File: config.mk
export PLATFORM = sky130hd
export DESIGN_NAME = huffman_bit_buffer_flat
export DESIGN_NICKNAME = d
export VERILOG_FILES = /design/src/rtl/huffman_bit_buffer_if.sv /design/src/rtl/huffman_bit_buffer.sv /design/src/flat_wrapper.sv
export SDC_FILE = /design/constraint.sdc
export NUM_CORES = 1
export LEC_CHECK = 0
export BUFFER_PORTS_ARGS = -buffer_cell sky130_fd_sc_hd__buf_2
export CAP_MARGIN = 20
export CORE_ASPECT_RATIO = 1.75
export CORE_MARGIN = 2
export CORE_UTILIZATION = 50
export DETAILED_ROUTE_END_ITERATION = 6
export PLACE_DENSITY_LB_ADDON = 0.05
export SKIP_LAST_GASP = 1
export SYNTH_ARGS = -nofsm -noshare
export SYNTH_HDL_FRONTEND = slang
export SYNTH_SLANG_ARGS = --single-unit
File: constraint.sdc
create_clock -name clk -period 6.42 [get_ports clk]
set_input_delay 1.605 -clock clk [delete_from_list [all_inputs] [get_ports clk]]
set_output_delay 1.605 -clock clk [all_outputs]
set_load 0.02 [all_outputs]
File: src/rtl/huffman_bit_buffer_if.sv
// Handshake and status bundle for huffman_bit_buffer: chunk load, peek window,
// consume request, flush and buffer status.
interface huffman_bit_buffer_if #(
  parameter int IN_W   = 4,
  parameter int LEN_W  = 3,
  parameter int WIN_W  = 9,
  parameter int CNT_W  = 5,
  parameter int CLEN_W = 4
);
  logic [IN_W-1:0]   in_bits;
  logic [LEN_W-1:0]  in_len;
  logic              in_valid;
  logic              in_ready;
  logic [WIN_W-1:0]  win_data;
  logic [CNT_W-1:0]  win_bits;
  logic              cons_valid;
  logic [CLEN_W-1:0] cons_len;
  logic              cons_ready;
  logic              flush;
  logic [CNT_W-1:0]  bit_count;
  logic              empty;
  logic              err;

  modport master (
    output in_bits, in_len, in_valid, cons_valid, cons_len, flush,
    input  in_ready, win_data, win_bits, cons_ready, bit_count, empty, err
  );

  modport slave (
    input  in_bits, in_len, in_valid, cons_valid, cons_len, flush,
    output in_ready, win_data, win_bits, cons_ready, bit_count, empty, err
  );
endinterface

File: src/rtl/huffman_bit_buffer.sv
// MSB-first bit accumulator with variable-length load and consume in one cycle.
// Define BITBUF_ERR_EN to build the sticky protocol-error flag.
module huffman_bit_buffer #(
  parameter int IN_W   = 4,
  parameter int LEN_W  = 3,
  parameter int BUF_W  = 16,
  parameter int WIN_W  = 9,
  parameter int CNT_W  = 5,
  parameter int CLEN_W = 4
) (
  input logic                clk,
  input logic                reset,
  huffman_bit_buffer_if.slave bus
);
  localparam int XW = CNT_W + 1;
  localparam logic [XW-1:0]    BUF_X = XW'(BUF_W);
  localparam logic [XW-1:0]    IN_X  = XW'(IN_W);
  localparam logic [XW-1:0]    WIN_X = XW'(WIN_W);
  localparam logic [CNT_W-1:0] WIN_C = CNT_W'(WIN_W);

  logic [BUF_W-1:0] buf_r;
  logic [CNT_W-1:0] cnt_r;

  logic [XW-1:0]    cnt_x_s, len_x_s, clen_x_s, l_s, c_s, rem_s, shamt_s, next_cnt_s;
  logic             in_ready_s, cons_ready_s, load_fire_s, cons_fire_s, len_ok_s;
  logic [IN_W-1:0]  mask_s, chunk_s;
  logic [BUF_W-1:0] next_buf_s;

  // Next-state datapath: shift out the consumed head, then append the chunk behind the remainder.
  always_comb begin
    cnt_x_s      = XW'(cnt_r);
    len_x_s      = XW'(bus.in_len);
    clen_x_s     = XW'(bus.cons_len);
    in_ready_s   = (BUF_X - cnt_x_s) >= IN_X;
    cons_ready_s = (clen_x_s <= cnt_x_s) && (clen_x_s <= WIN_X);
    load_fire_s  = bus.in_valid && in_ready_s;
    cons_fire_s  = bus.cons_valid && cons_ready_s;
    len_ok_s     = len_x_s <= IN_X;
    l_s          = (load_fire_s && len_ok_s) ? len_x_s : {XW{1'b0}};
    c_s          = cons_fire_s ? clen_x_s : {XW{1'b0}};
    mask_s       = {IN_W{1'b1}} >> (IN_X - len_x_s);
    chunk_s      = (l_s != {XW{1'b0}}) ? (bus.in_bits & mask_s) : {IN_W{1'b0}};
    rem_s        = cnt_x_s - c_s;
    shamt_s      = BUF_X - rem_s - l_s;
    next_buf_s   = (buf_r << c_s) | ({{(BUF_W-IN_W){1'b0}}, chunk_s} << shamt_s);
    next_cnt_s   = rem_s + l_s;
  end

  // Buffer and bit count; flush wins over any same-cycle load or consume.
  always_ff @(posedge clk or negedge reset) begin
    if (!reset) begin
      buf_r <= {BUF_W{1'b0}};
      cnt_r <= {CNT_W{1'b0}};
    end else if (bus.flush) begin
      buf_r <= {BUF_W{1'b0}};
      cnt_r <= {CNT_W{1'b0}};
    end else begin
      buf_r <= next_buf_s;
      cnt_r <= CNT_W'(next_cnt_s);
    end
  end

`ifdef BITBUF_ERR_EN
  logic err_r;
  logic err_set_s;

  // Oversized consume requests and oversized accepted chunks are protocol errors.
  always_comb begin
    err_set_s = (bus.cons_valid && ((clen_x_s > cnt_x_s) || (clen_x_s > WIN_X)))
              || (load_fire_s && !len_ok_s);
  end

  // Sticky error flag, cleared only by flush or reset.
  always_ff @(posedge clk or negedge reset) begin
    if (!reset) begin
      err_r <= 1'b0;
    end else if (bus.flush) begin
      err_r <= 1'b0;
    end else if (err_set_s) begin
      err_r <= 1'b1;
    end else begin
      err_r <= err_r;
    end
  end

  assign bus.err = err_r;
`else
  assign bus.err = 1'b0;
`endif

  assign bus.in_ready   = in_ready_s;
  assign bus.cons_ready = cons_ready_s;
  assign bus.win_data   = buf_r[BUF_W-1 -: WIN_W];
  assign bus.win_bits   = (cnt_r > WIN_C) ? WIN_C : cnt_r;
  assign bus.bit_count  = cnt_r;
  assign bus.empty      = (cnt_r == {CNT_W{1'b0}});
endmodule

File: src/flat_wrapper.sv
// flat-port wrapper written by rule: the top's interface ports become plain ports
module huffman_bit_buffer_flat 
#(
  parameter int IN_W   = 4,
  parameter int LEN_W  = 3,
  parameter int BUF_W  = 16,
  parameter int WIN_W  = 9,
  parameter int CNT_W  = 5,
  parameter int CLEN_W = 4
)
  (clk, reset, bus_in_bits, bus_in_len, bus_in_valid, bus_cons_valid, bus_cons_len, bus_flush, bus_in_ready, bus_win_data, bus_win_bits, bus_cons_ready, bus_bit_count, bus_empty, bus_err);
  huffman_bit_buffer_if #(.IN_W(IN_W), .LEN_W(LEN_W), .WIN_W(WIN_W), .CNT_W(CNT_W), .CLEN_W(CLEN_W)) bus_i ();
  input logic clk;
  input logic reset;
  input wire logic [$bits(bus_i.in_bits)-1:0] bus_in_bits;
  input wire logic [$bits(bus_i.in_len)-1:0] bus_in_len;
  input wire logic [$bits(bus_i.in_valid)-1:0] bus_in_valid;
  input wire logic [$bits(bus_i.cons_valid)-1:0] bus_cons_valid;
  input wire logic [$bits(bus_i.cons_len)-1:0] bus_cons_len;
  input wire logic [$bits(bus_i.flush)-1:0] bus_flush;
  output wire logic [$bits(bus_i.in_ready)-1:0] bus_in_ready;
  output wire logic [$bits(bus_i.win_data)-1:0] bus_win_data;
  output wire logic [$bits(bus_i.win_bits)-1:0] bus_win_bits;
  output wire logic [$bits(bus_i.cons_ready)-1:0] bus_cons_ready;
  output wire logic [$bits(bus_i.bit_count)-1:0] bus_bit_count;
  output wire logic [$bits(bus_i.empty)-1:0] bus_empty;
  output wire logic [$bits(bus_i.err)-1:0] bus_err;
  assign bus_i.in_bits = bus_in_bits;
  assign bus_i.in_len = bus_in_len;
  assign bus_i.in_valid = bus_in_valid;
  assign bus_i.cons_valid = bus_cons_valid;
  assign bus_i.cons_len = bus_cons_len;
  assign bus_i.flush = bus_flush;
  assign bus_in_ready = bus_i.in_ready;
  assign bus_win_data = bus_i.win_data;
  assign bus_win_bits = bus_i.win_bits;
  assign bus_cons_ready = bus_i.cons_ready;
  assign bus_bit_count = bus_i.bit_count;
  assign bus_empty = bus_i.empty;
  assign bus_err = bus_i.err;
  huffman_bit_buffer #(.IN_W(IN_W), .LEN_W(LEN_W), .BUF_W(BUF_W), .WIN_W(WIN_W), .CNT_W(CNT_W), .CLEN_W(CLEN_W)) u_core (.clk(clk), .reset(reset), .bus(bus_i));
endmodule
==> results of run 1 <==
routing by layer:
metal / up-vias / routed length (µm)
met5: - / 0
met3: 33 / 287
met4: 0 / 538
met1: 1318 / 3079
li1: 1365 / -
met2: 105 / 4363
path summary, 6_finish.rpt:
path                                              to  slack, ps  cells past startpoint
max                        u_core.buf_r[9]$_DFF_PN0_        390                     20
min                        u_core.buf_r[0]$_DFF_PN0_        740                      1
max reg2reg                u_core.buf_r[9]$_DFF_PN0_       1280                     20
min reg2reg                u_core.buf_r[0]$_DFF_PN0_        740                      1
max in group asynchronous  u_core.buf_r[8]$_DFF_PN0_       4770                      1
min in group asynchronous  u_core.buf_r[7]$_DFF_PN0_       1300                      1
Yosys cell counts (all sizes together), types with 3 or more instances:
cell type / instances
and3: 6
o221ai: 6
and3b: 3
a221oi: 3
fa: 3
a21oi: 19
nand2b: 3
xor2: 4
nand2: 24
ha: 21
o21a: 5
inv: 28
a221o: 3
a2bb2oi: 3
dfrtp: 21
buf: 20
a22oi: 4
o211ai: 5
o21ai: 25
nor2: 30
nand3b: 3
a31oi: 14
nand3: 21
clkbuf: 6
xnor2: 3
nor3b: 6
and2: 8
mux2i: 7
a21o: 3
nor3: 9
o22ai: 6
nor2b: 3
mux2: 5
nand4: 4
stage by stage:
stage	std cells	hold slack (ps)	total power (W)	worst slack, ps
4_1_cts	458	740.4	0.001716	390.6
6_report	458	739.4	0.001723	387.2
2_1_floorplan	361	580.3	0.001337	603.8
3_3_place_gp	454	700.8	0.001618	214.5
5_1_grt	458	763.5	0.001889	32.62
3_5_place_dp	454	722.9	0.001622	157.7
critical path, delay by kind of cell:
| family | cells | cell delay (ps) |
|---|---|---|
| fa+ha+maj | 5 | 1890 |
| simple gates | 5 | 1020 |
| buf+inv | 4 | 550 |
| compound gates | 6 | 1140 |
state kept, by name (all words and copies together) (netlist names):
name                  flops
u_core.bus.bit_count      5
u_core.buf_r             16
report_power, final:
group	switching, W	internal, W	total [W]
clock network	0.0000461	0.0000433	0.0000894
registers	0.0000480	0.000162	0.000210
logic	0.000898	0.000526	0.00142
total	0.000992	0.000731	0.00172
final cells by class:
type	count	area [µm²]	area share [%]
clock buffers	3	41.29	1.359
clock inverters	1	5.005	0.1647
inverters	29	108.9	3.583
multi-input cells	285	2029	66.80
flip-flops and latches	21	525.5	17.30
well taps	76	95.09	3.130
repair buffers	43	232.7	7.661
kinds of logic after synthesis:
group	after synthesis	synth area share (%)
AND/OR/NAND/NOR	128	24.02
multiplexers	12	4.459
buffers and inverters	55	9.978
XOR/XNOR	8	3.223
flip-flops	21	18.54
other	1	0.1323
AO/OA/AOI/OAI	111	28.26
adder cells (fa/ha/maj)	24	11.39
==> key figures, run 1 <==
Status
  – Status: finished clean

Detailed routing
  – WL final: 8.269 mm
  – Router iterations before antenna repair: 4
  – Routed wire per std cell: between 15 and 20 µm
  – Final ANT Viol Nets: 0
  – Initial DRC count: about 220
  – Via count: 2821
  – Residual DRC: 0
  – DR vias/cell: 6.159

Floorplan
  – Die footprint: 6310 µm²
  – Initial Utilization: 51.15%
  – Die height: 103.6 µm
  – Core area: 5540 µm²
  – Rows: 36
  – Die span in x: 60.91 µm
  – # IOs: 39

Yosys
  – Post-synthesis sequential area ratio: between 15 and 20%
  – FFs w/ async S/R, synth: 100.0%
  – Yosys top cell by area: dfrtp_1
  – Syn_area_per_cell: between 7 and 8 µm²
  – Post-synth EDFFs: 0
  – Synth Cell Area: ~2800 µm²
  – Top post-synthesis cells by area: dfrtp_1 19%, ha_1 9.3%, nor2_1 3.8%
  – Area share of the largest cell type after synthesis: between 15 and 20%
  – Ys Warns: 0
  – Synthesized instance count: between 300 and 400
  – Netlist cell types: 67
  – Ys flop type: dfrtp_1
  – #FFs+latches synth: 21

Clock network
  – CTS resizes: 0
  – CTS Sinks: 21
  – Clock Tree Root: clkbuf_8
  – Clock Tree Buf Depth: 2
  – Setup repair bufs after CTS: 0
  – Worst-path clk slew: roughly 90 ps
  – H-tree Lvls: 1
  – Worst skew pair latency: 270 ps
  – CTS Buf Count: 3
  – CTS Hold Bufs: 0
  – CTS tree: done

GRT
  – Vias in the first global route: 2724
  – Initial antenna violation count: 0
  – GR peak layer: met2
  – Largest net degree at the start of global routing: 32
  – M3 GR Usage: under 10%
  – M1 GR Usage: 31.38%
  – GRT Overall Usage: 27.47%
  – M2 GR Usage: 47.16%
  – First-pass GRT wire length: 13.30 mm
  – Grt ovf: 0

Power
  – Pwr dens: 567.1 nW/µm²
  – LEAKAGE: between 1 and 1.5 nW
  – Peak VDD IR: ~0.8 mV

Worst setup path
  – Worst Setup Start Kind: input pin
  – Crit Path Category: input pin to flip-flop
  – Critical path peak fanout: 17
  – R2r startpoint: u_core.bus.bit_count[1]$_DFF_PN0_
  – CP Launch Point: bus_cons_len[2]
  – Critical-path cell list: buf_2 > ha_1 > a41o_1 > and3_4 > a21oi_4 > buf_4 > nor2_2 > inv_1 > fa_1 > ha_1 > inv_1 > ha_1 > fa_1 > o21a_1 > or2_2 > a31oi_1 > nand3_1 > nor3b_1 > a22oi_1 > a31oi_1
  – Worst path max stage delay: 500 ps
  – Nature of the critical path endpoint: flip-flop
  – Req. time, crit path: 6600 ps
  – Worst Path Arrival: between 6000 and 7000 ps
  – Most used cell, CP: ha_1
  – Slowest cell on the critical path: fa_1

Timing
  – Max-slew headroom: 56.32%
  – Final Max Slew Viols: 0
  – Count of final setup violators: 0
  – Min cycle time layout: 6033 ps
  – Setup Skew: 14.09 ps
  – Hold Vio Cnt, Final: 0
  – Slew @ Worst Pin: 655.2 ps
  – Max Fclk: 165.8 MHz
  – Unrepaired setup endpoints after global routing: no
  – Final period utilization: 93.97%
  – Setup TNS: 0 ps

Final layout
  – Design area: 3038 µm²
  – Most frequent cells in the layout: 36 x buf_2, 29 x nor2_1, 27 x inv_1
  – Final net count: ~420
  – Fin util: 54.83%
  – N_diodes: 0
  – FILL cells: 566
  – Share of layout cells above drive strength 1: a little under a fifth
  – Area grow syn2layout: 7.196%
  – Most common cell after layout, fill and taps aside: buf_2

Placed design
  – Post-Place Cell Area: roughly 3000 µm²
  – IO buf count: 36
  – Hpwl dp: 6.760 mm
  – RD Place Congestion: 0.9868

Run
  – Max-Cap Viols: 0

Min path
  – Worst hold path class: flip-flop to flip-flop
  – Worst Min Path Start: u_core.buf_r[0]$_DFF_PN0_
Power figures use the tool's default switching activity.
==> run 2, diff against run 1 <==
Clock period 6.42 ns to 7.1 ns, I/O delays scaled along.
==> key figures, run 2 (synthesized netlist as in run 1, its figures left out) <==
Worst setup path
  – Largest delay share family, worst path: adder cells
  – Critical path peak fanout: 9 (-8)
  – Worst Path Arrival: 6500 ps (+290 ps)
  – Req. time, crit path: 7270 ps (+670 ps)
  – Nature of the critical path endpoint: flip-flop
  – Most used cell, CP: ha_1
  – Crit Path Category: input pin to flip-flop
  – Slowest cell on the critical path: fa_1
  – Worst Setup Start Kind: input pin
  – Worst path max stage delay: 570 ps (+70 ps)
  – Crit path buf inv count: 2 (-2)
  – Critical-path cell list: buf_2 > ha_1 > nor2b_1 > o211ai_1 > a21o_1 > and2_1 > inv_2 > ha_1 > xor2_1 > ha_1 > fa_1 > o21a_1 > or2_2 > a31oi_1 > nand3_1 > nor3b_1 > a22oi_1 > a31oi_1

Clock network
  – H-tree Lvls: 1 (unchanged)
  – Worst-path clk slew: 80 ps (about the same)
  – CTS Hold Bufs: 0 (unchanged)
  – Worst skew pair latency: 280 ps (about the same)
  – CTS Buf Count: 3 (unchanged)
  – Clock Tree Buf Depth: 2 (unchanged)
  – CTS resizes: 0 (unchanged)
  – Clock Tree Root: clkbuf_8
  – CTS tree: done
  – CTS Sinks: 21 (unchanged)
  – Setup repair bufs after CTS: 0 (unchanged)

Final layout
  – Final net count: 422 (-0.24%)
  – Design area: 3030 µm² (-0.25%)
  – Largest register FFs: 16 (unchanged)
  – Most common cell after layout, fill and taps aside: buf_2
  – Biggest register: u_core.buf_r
  – Share of layout cells above drive strength 1: 18.64% (-0.21 points)
  – Most frequent cells in the layout: 36 x buf_2, 29 x nor2_1, 27 x inv_1
  – N_diodes: 0 (unchanged)
  – Area grow syn2layout: 6.932%

Timing
  – Final Max Slew Viols: 0 (unchanged)
  – Setup TNS: 0 ps (unchanged)
  – Setup Skew: 3.446 ps (-10.64 ps)
  – Max Fclk: 158.0 MHz
  – Unrepaired setup endpoints after global routing: no
  – Min cycle time layout: 6329 ps
  – Count of final setup violators: 0 (unchanged)
  – Slew @ Worst Pin: 613.7 ps (-41.47 ps)
  – Max-slew headroom: 59.09% (+2.8 points)
  – Hold Vio Cnt, Final: 0 (unchanged)
  – Final period utilization: approximately 89%

Power
  – LEAKAGE: 1.328 nW (-0.32%)
  – Peak VDD IR: 0.7149 mV (-13%)
  – Pwr dens: 520.3 nW/µm² (-8.2%)

Floorplan
  – Die span in x: 60.91 µm (unchanged)
  – Initial Utilization: 51.15% (unchanged)
  – Rows: 36 (unchanged)
  – Die height: 103.6 µm (unchanged)
  – Core area: 5540 µm² (unchanged)
  – Die footprint: 6310 µm² (unchanged)
  – # IOs: 39 (unchanged)

Status
  – Status: finished clean

Placed design
  – RD Place Congestion: 0.8915 (-9.7%)
  – Post-Place Cell Area: 2984 µm² (-0.25%)
  – IO buf count: 36 (unchanged)
  – Hpwl dp: 6.880 mm (+1.8%)

GRT
  – Vias in the first global route: 2718 (-0.22%)
  – Largest net degree at the start of global routing: 32 (unchanged)
  – Initial antenna violation count: 0 (unchanged)
  – Grt ovf: 0 (unchanged)
  – GRT Overall Usage: 28.43% (+0.96 points)
  – First-pass GRT wire length: 13.45 mm (+1.1%)

Detailed routing
  – Initial DRC count: 276 (+25%)
  – Router iterations before antenna repair: 4 (unchanged)
  – DR vias/cell: 6.140 (-0.31%)
  – Final ANT Viol Nets: 0 (unchanged)
  – Routed wire per std cell: 18.42 µm (+2.0%)
  – Via count: 2806 (-0.53%)
  – Residual DRC: 0 (unchanged)
  – WL final: 8.419 mm (+1.8%)

Run
  – Max-Cap Viols: 0 (unchanged)

Min path
  – Worst hold path class: flip-flop to flip-flop
run 2: changes by cell type in the layout (fill, tap and decap cells not counted):
cell   before  now
buf_4       7    6
run 2: stage by stage:
stage / utilization [%] / setup WS (ps) / power, W / std cells / hold WS (ps)
3_3_place_gp: 53.86 / 556.2 / 0.001479 / 453 / 670.5
2_1_floorplan: - / 1114 / 0.001208 / 361 / 580.3
4_1_cts: 54.70 / 812.5 / 0.001572 / 457 / 694.4
5_1_grt: 54.70 / 455.2 / 0.001732 / 457 / 708.9
6_report: 54.70 / 770.5 / 0.001577 / 457 / 701.9
3_5_place_dp: 53.86 / 540.0 / 0.001486 / 453 / 674.9
run 2: final timing paths:
kind | slack (ps) | start | to | cells past startpoint
max in group asynchronous | 5330 | reset | u_core.buf_r[11]$_DFF_PN0_ | 1
min in group asynchronous | 1450 | reset | u_core.buf_r[9]$_DFF_PN0_ | 1
worst min register to register | 700 | u_core.buf_r[0]$_DFF_PN0_ | u_core.buf_r[0]$_DFF_PN0_ | 1
worst min-delay path | 700 | u_core.buf_r[0]$_DFF_PN0_ | u_core.buf_r[0]$_DFF_PN0_ | 1
worst max register to register | 1720 | u_core.bus.bit_count[1]$_DFF_PN0_ | u_core.buf_r[9]$_DFF_PN0_ | 18
worst max-delay path | 770 | bus_cons_len[1] | u_core.buf_r[9]$_DFF_PN0_ | 18
run 2: area by class of cell:
cell class,instances,area [µm²]
repair buffers,42,225.2
well taps,76,95.09
multi-input cells,285,2029
fillers,550,2510
clock inverters,1,5.005
inverters,29,108.9
flip-flops and latches,21,525.5
clock buffers,3,41.29
run 2: power breakdown:
part / internal [W] / total (W) / switching, W
sequential: 0.000146 / 0.000195 / 0.0000487
clock: 0.0000394 / 0.0000817 / 0.0000423
combinational: 0.000477 / 0.00130 / 0.000823
total: 0.000662 / 0.00158 / 0.000914
run 2: layer usage:
metal | GRT usage [%] | share of wire (%)
met1 | 32.32 | 37
met3 | 2.247 | 3.6
met5 | 0 | 0
met4 | 18.63 | 6.3
met2 | 47.93 | 53
run 2: worst register-to-register path, delay by kind of cell (launching register included):
| kind | cells | cell delay [ps] |
|---|---|---|
| simple gates | 5 | 1240 |
| xor+xnor | 1 | 250 |
| flops | 1 | 520 |
| fa+ha+maj | 4 | 1640 |
| compound gates | 6 | 1360 |
| buf+inv | 2 | 290 |
==> run 3, diff against run 2 <==
==> constraint.sdc (replaced) <==
create_clock -name clk -period 7.1 [get_ports clk]
set_input_delay 0.355 -clock clk [delete_from_list [all_inputs] [get_ports clk]]
set_output_delay 0.355 -clock clk [all_outputs]
set_load 0.02 [all_outputs]
==> key figures, run 3 (synthesized netlist as in run 1, its figures left out) <==
Timing
  – Max Fclk: 179.7 MHz (+14%)
  – Slew @ Worst Pin: 608.2 ps (-5.542 ps)
  – Hold Vio Cnt, Final: 0 (unchanged)
  – Setup Skew: 4.920 ps (+1.474 ps)
  – Min cycle time layout: 5564 ps (-765.1 ps)
  – Max-slew headroom: 59.46% (+0.37 points)
  – Final Max Slew Viols: 0 (unchanged)
  – Setup TNS: 0 ps (unchanged)
  – WHS: 30.32 ps (-671.6 ps)
  – Final period utilization: 78.37% (-11 points)
  – Unrepaired setup endpoints after global routing: no
  – Count of final setup violators: 0 (unchanged)

GRT
  – Grt ovf: 0 (unchanged)
  – First-pass GRT wire length: 13.39 mm (-0.42%)
  – Largest net degree at the start of global routing: 33 (+3.1%)
  – Vias in the first global route: 2738 (+0.74%)
  – Initial antenna violation count: 0 (unchanged)
  – GRT Overall Usage: 27.78% (-0.66 points)

Clock network
  – Worst-path clk slew: 80 ps (about the same)
  – Setup repair bufs after CTS: 0 (unchanged)
  – Clock Tree Buf Depth: 2 (unchanged)
  – CTS Hold Bufs: 0 (unchanged)
  – CTS tree: done
  – Clock Tree Root: clkbuf_8
  – CTS resizes: 0 (unchanged)
  – CTS Buf Count: 3 (unchanged)
  – Worst skew pair latency: 270 ps (about the same)
  – H-tree Lvls: 1 (unchanged)
  – CTS Sinks: 21 (unchanged)

Final layout
  – Most common cell after layout, fill and taps aside: buf_2
  – Share of layout cells above drive strength 1: 17.72% (-0.91 points)
  – Area grow syn2layout: 6.093%
  – Most frequent cells in the layout: 36 x buf_2, 29 x nor2_1, 27 x inv_1
  – Biggest register: u_core.buf_r
  – Final net count: 419 (-0.71%)
  – Largest register FFs: 16 (unchanged)
  – N_diodes: 0 (unchanged)
  – FILL cells: 592 (+7.6%)
  – Sequential Area: 525.5 µm² (unchanged)
  – Multi-input gate area in the final layout: 2029 µm² (unchanged)

Status
  – Status: finished clean

Power
  – Peak VDD IR: 0.7030 mV (-1.7%)
  – Int Power: 0.0006592 W (-0.48%)
  – Pwr dens: 522.5 nW/µm² (+0.42%)
  – NetSw: 0.0009119 W (-0.29%)
  – Switching share of power: 58.04% (about the same)
  – Share of power burned in combinational logic: 82.5% (about the same)
  – Sequential share of power: 12.3% (about the same)
  – Clock Power Share: 5.2% (about the same)
  – LEAKAGE: 1.311 nW (-1.3%)

Detailed routing
  – Routed wire per std cell: 18.34 µm (-0.44%)
  – Router iterations before antenna repair: 5 (+1)
  – WL final: 8.327 mm (-1.1%)
  – DR vias/cell: 6.203 (+1.0%)
  – Final ANT Viol Nets: 0 (unchanged)
  – Via count: 2816 (+0.36%)
  – Residual DRC: 0 (unchanged)
  – Initial DRC count: 323 (+17%)

Worst setup path
  – Critical-path cell list: buf_2 > clkinv_1 > buf_4 > ha_1 > a41o_1 > and3_4 > a21o_1 > buf_4 > and2_1 > inv_2 > ha_1 > xor2_1 > ha_1 > fa_1 > o21a_1 > or2_2 > a31oi_1 > nand3_1 > nor3b_1 > a22oi_1 > a31oi_1
  – Worst Setup Start Kind: input pin
  – Nature of the critical path endpoint: flip-flop
  – Crit Reg-Reg Endpoint: u_core.buf_r[9]$_DFF_PN0_
  – Largest delay share family, worst path: adder cells
  – Worst path max stage delay: 570 ps (about the same)
  – CP Launch Point: bus_cons_len[0]
  – Worst Path Arrival: 5760 ps (-740 ps)
  – Crit Path Category: input pin to flip-flop
  – Critical path peak fanout: 32 (+23)
  – WP depth: 21 (+3)
  – Reg2Reg Setup Slack: 1600 ps (-120 ps)
  – Most used cell, CP: ha_1
  – R2r startpoint: u_core.bus.bit_count[1]$_DFF_PN0_
  – Slowest cell on the critical path: fa_1
  – Worst setup path end: u_core.buf_r[9]$_DFF_PN0_
  – Register-to-Register Path Depth: 19 (+1)
  – Req. time, crit path: 7290 ps (+20 ps)
  – Crit path buf inv count: 5 (+3)

Floorplan
  – Core area: 5540 µm² (unchanged)
  – Initial Utilization: 51.15% (unchanged)
  – Die footprint: 6310 µm² (unchanged)
  – Die span in x: 60.91 µm (unchanged)
  – # IOs: 39 (unchanged)
  – Rows: 36 (unchanged)
  – Die height: 103.6 µm (unchanged)

Placed design
  – Hpwl dp: 6.838 mm (-0.60%)
  – RD Place Congestion: 0.9763 (+9.5%)
  – IO buf count: 36 (unchanged)

Run
  – Max-Cap Viols: 0 (unchanged)

Min path
  – Worst hold path class: input pin to asynchronous set/reset pin
[run 3: cell count changes in the layout (fill, tap and decap cells not counted)]
| cell | before | now |
|---|---|---|
| buf_4 | 6 | 3 |
| clkbuf_1 | 0 | 1 |
| clkinv_2 | 1 | 0 |
[run 3: per-layer routing]
layer  share of wire [%]  track usage (%)  vias to the layer above
li1                    -                -                     1360
met2                  53            48.54                       84
met3                 3.2            1.623                       38
met5                   0                0                        -
met1                  36            30.88                     1334
met4                 6.8            16.77                        0
[run 3: worst min-delay path by stage]
stage               startpoint                           endpoint  slack (ps)
floorplan                reset          u_core.buf_r[0]$_DFF_PN0_          60
finish                   reset  u_core.bus.bit_count[1]$_DFF_PN0_          30
global route             reset  u_core.bus.bit_count[1]$_DFF_PN0_          80
global placement         reset  u_core.bus.bit_count[3]$_DFF_PN0_         330
CTS                      reset  u_core.bus.bit_count[2]$_DFF_PN0_          60
detailed placement       reset  u_core.bus.bit_count[2]$_DFF_PN0_         340
[run 3: layout make-up]
type / instances / area share [%]
inverter: 29 / 3.620
clock buffer: 4 / 1.498
tap: 76 / 3.163
sequential: 21 / 17.48
timing repair buffer: 39 / 6.742
multi-input combinational: 285 / 67.50
[run 3: power groups by stage]
stage	clock network, W	logic [W]	registers (W)
after floorplan	0	0.00102	0.000189
after global placement	0	0.00128	0.000195
after detailed placement	0	0.00129	0.000195
after CTS	0.0000791	0.00129	0.000192
after global routing	0.0000830	0.00142	0.000197
final	0.0000817	0.00130	0.000193
[run 3: worst reg2reg max path, delay by kind of cell, from the launching register on]
kind	cells	cell delay, ps
DFF	1	540
adders and majority gates	4	1630
xor gates and xnor gates	1	230
and+or+nand+nor	5	1280
AOI/OAI and AO/OA	6	1210
buffers and inverters	3	540
[run 3: per-stage QoR]
stage	total power [W]	util (%)	setup WS, ps	area (µm²)	instances
2_1_floorplan	0.001208	-	2347	2838	361
3_3_place_gp	0.001471	53.46	1362	2962	450
3_5_place_dp	0.001481	53.46	1297	2962	450
4_1_cts	0.001562	54.27	1547	3007	454
5_1_grt	0.001704	54.27	1083	3007	454
6_report	0.001571	54.27	1536	3007	454
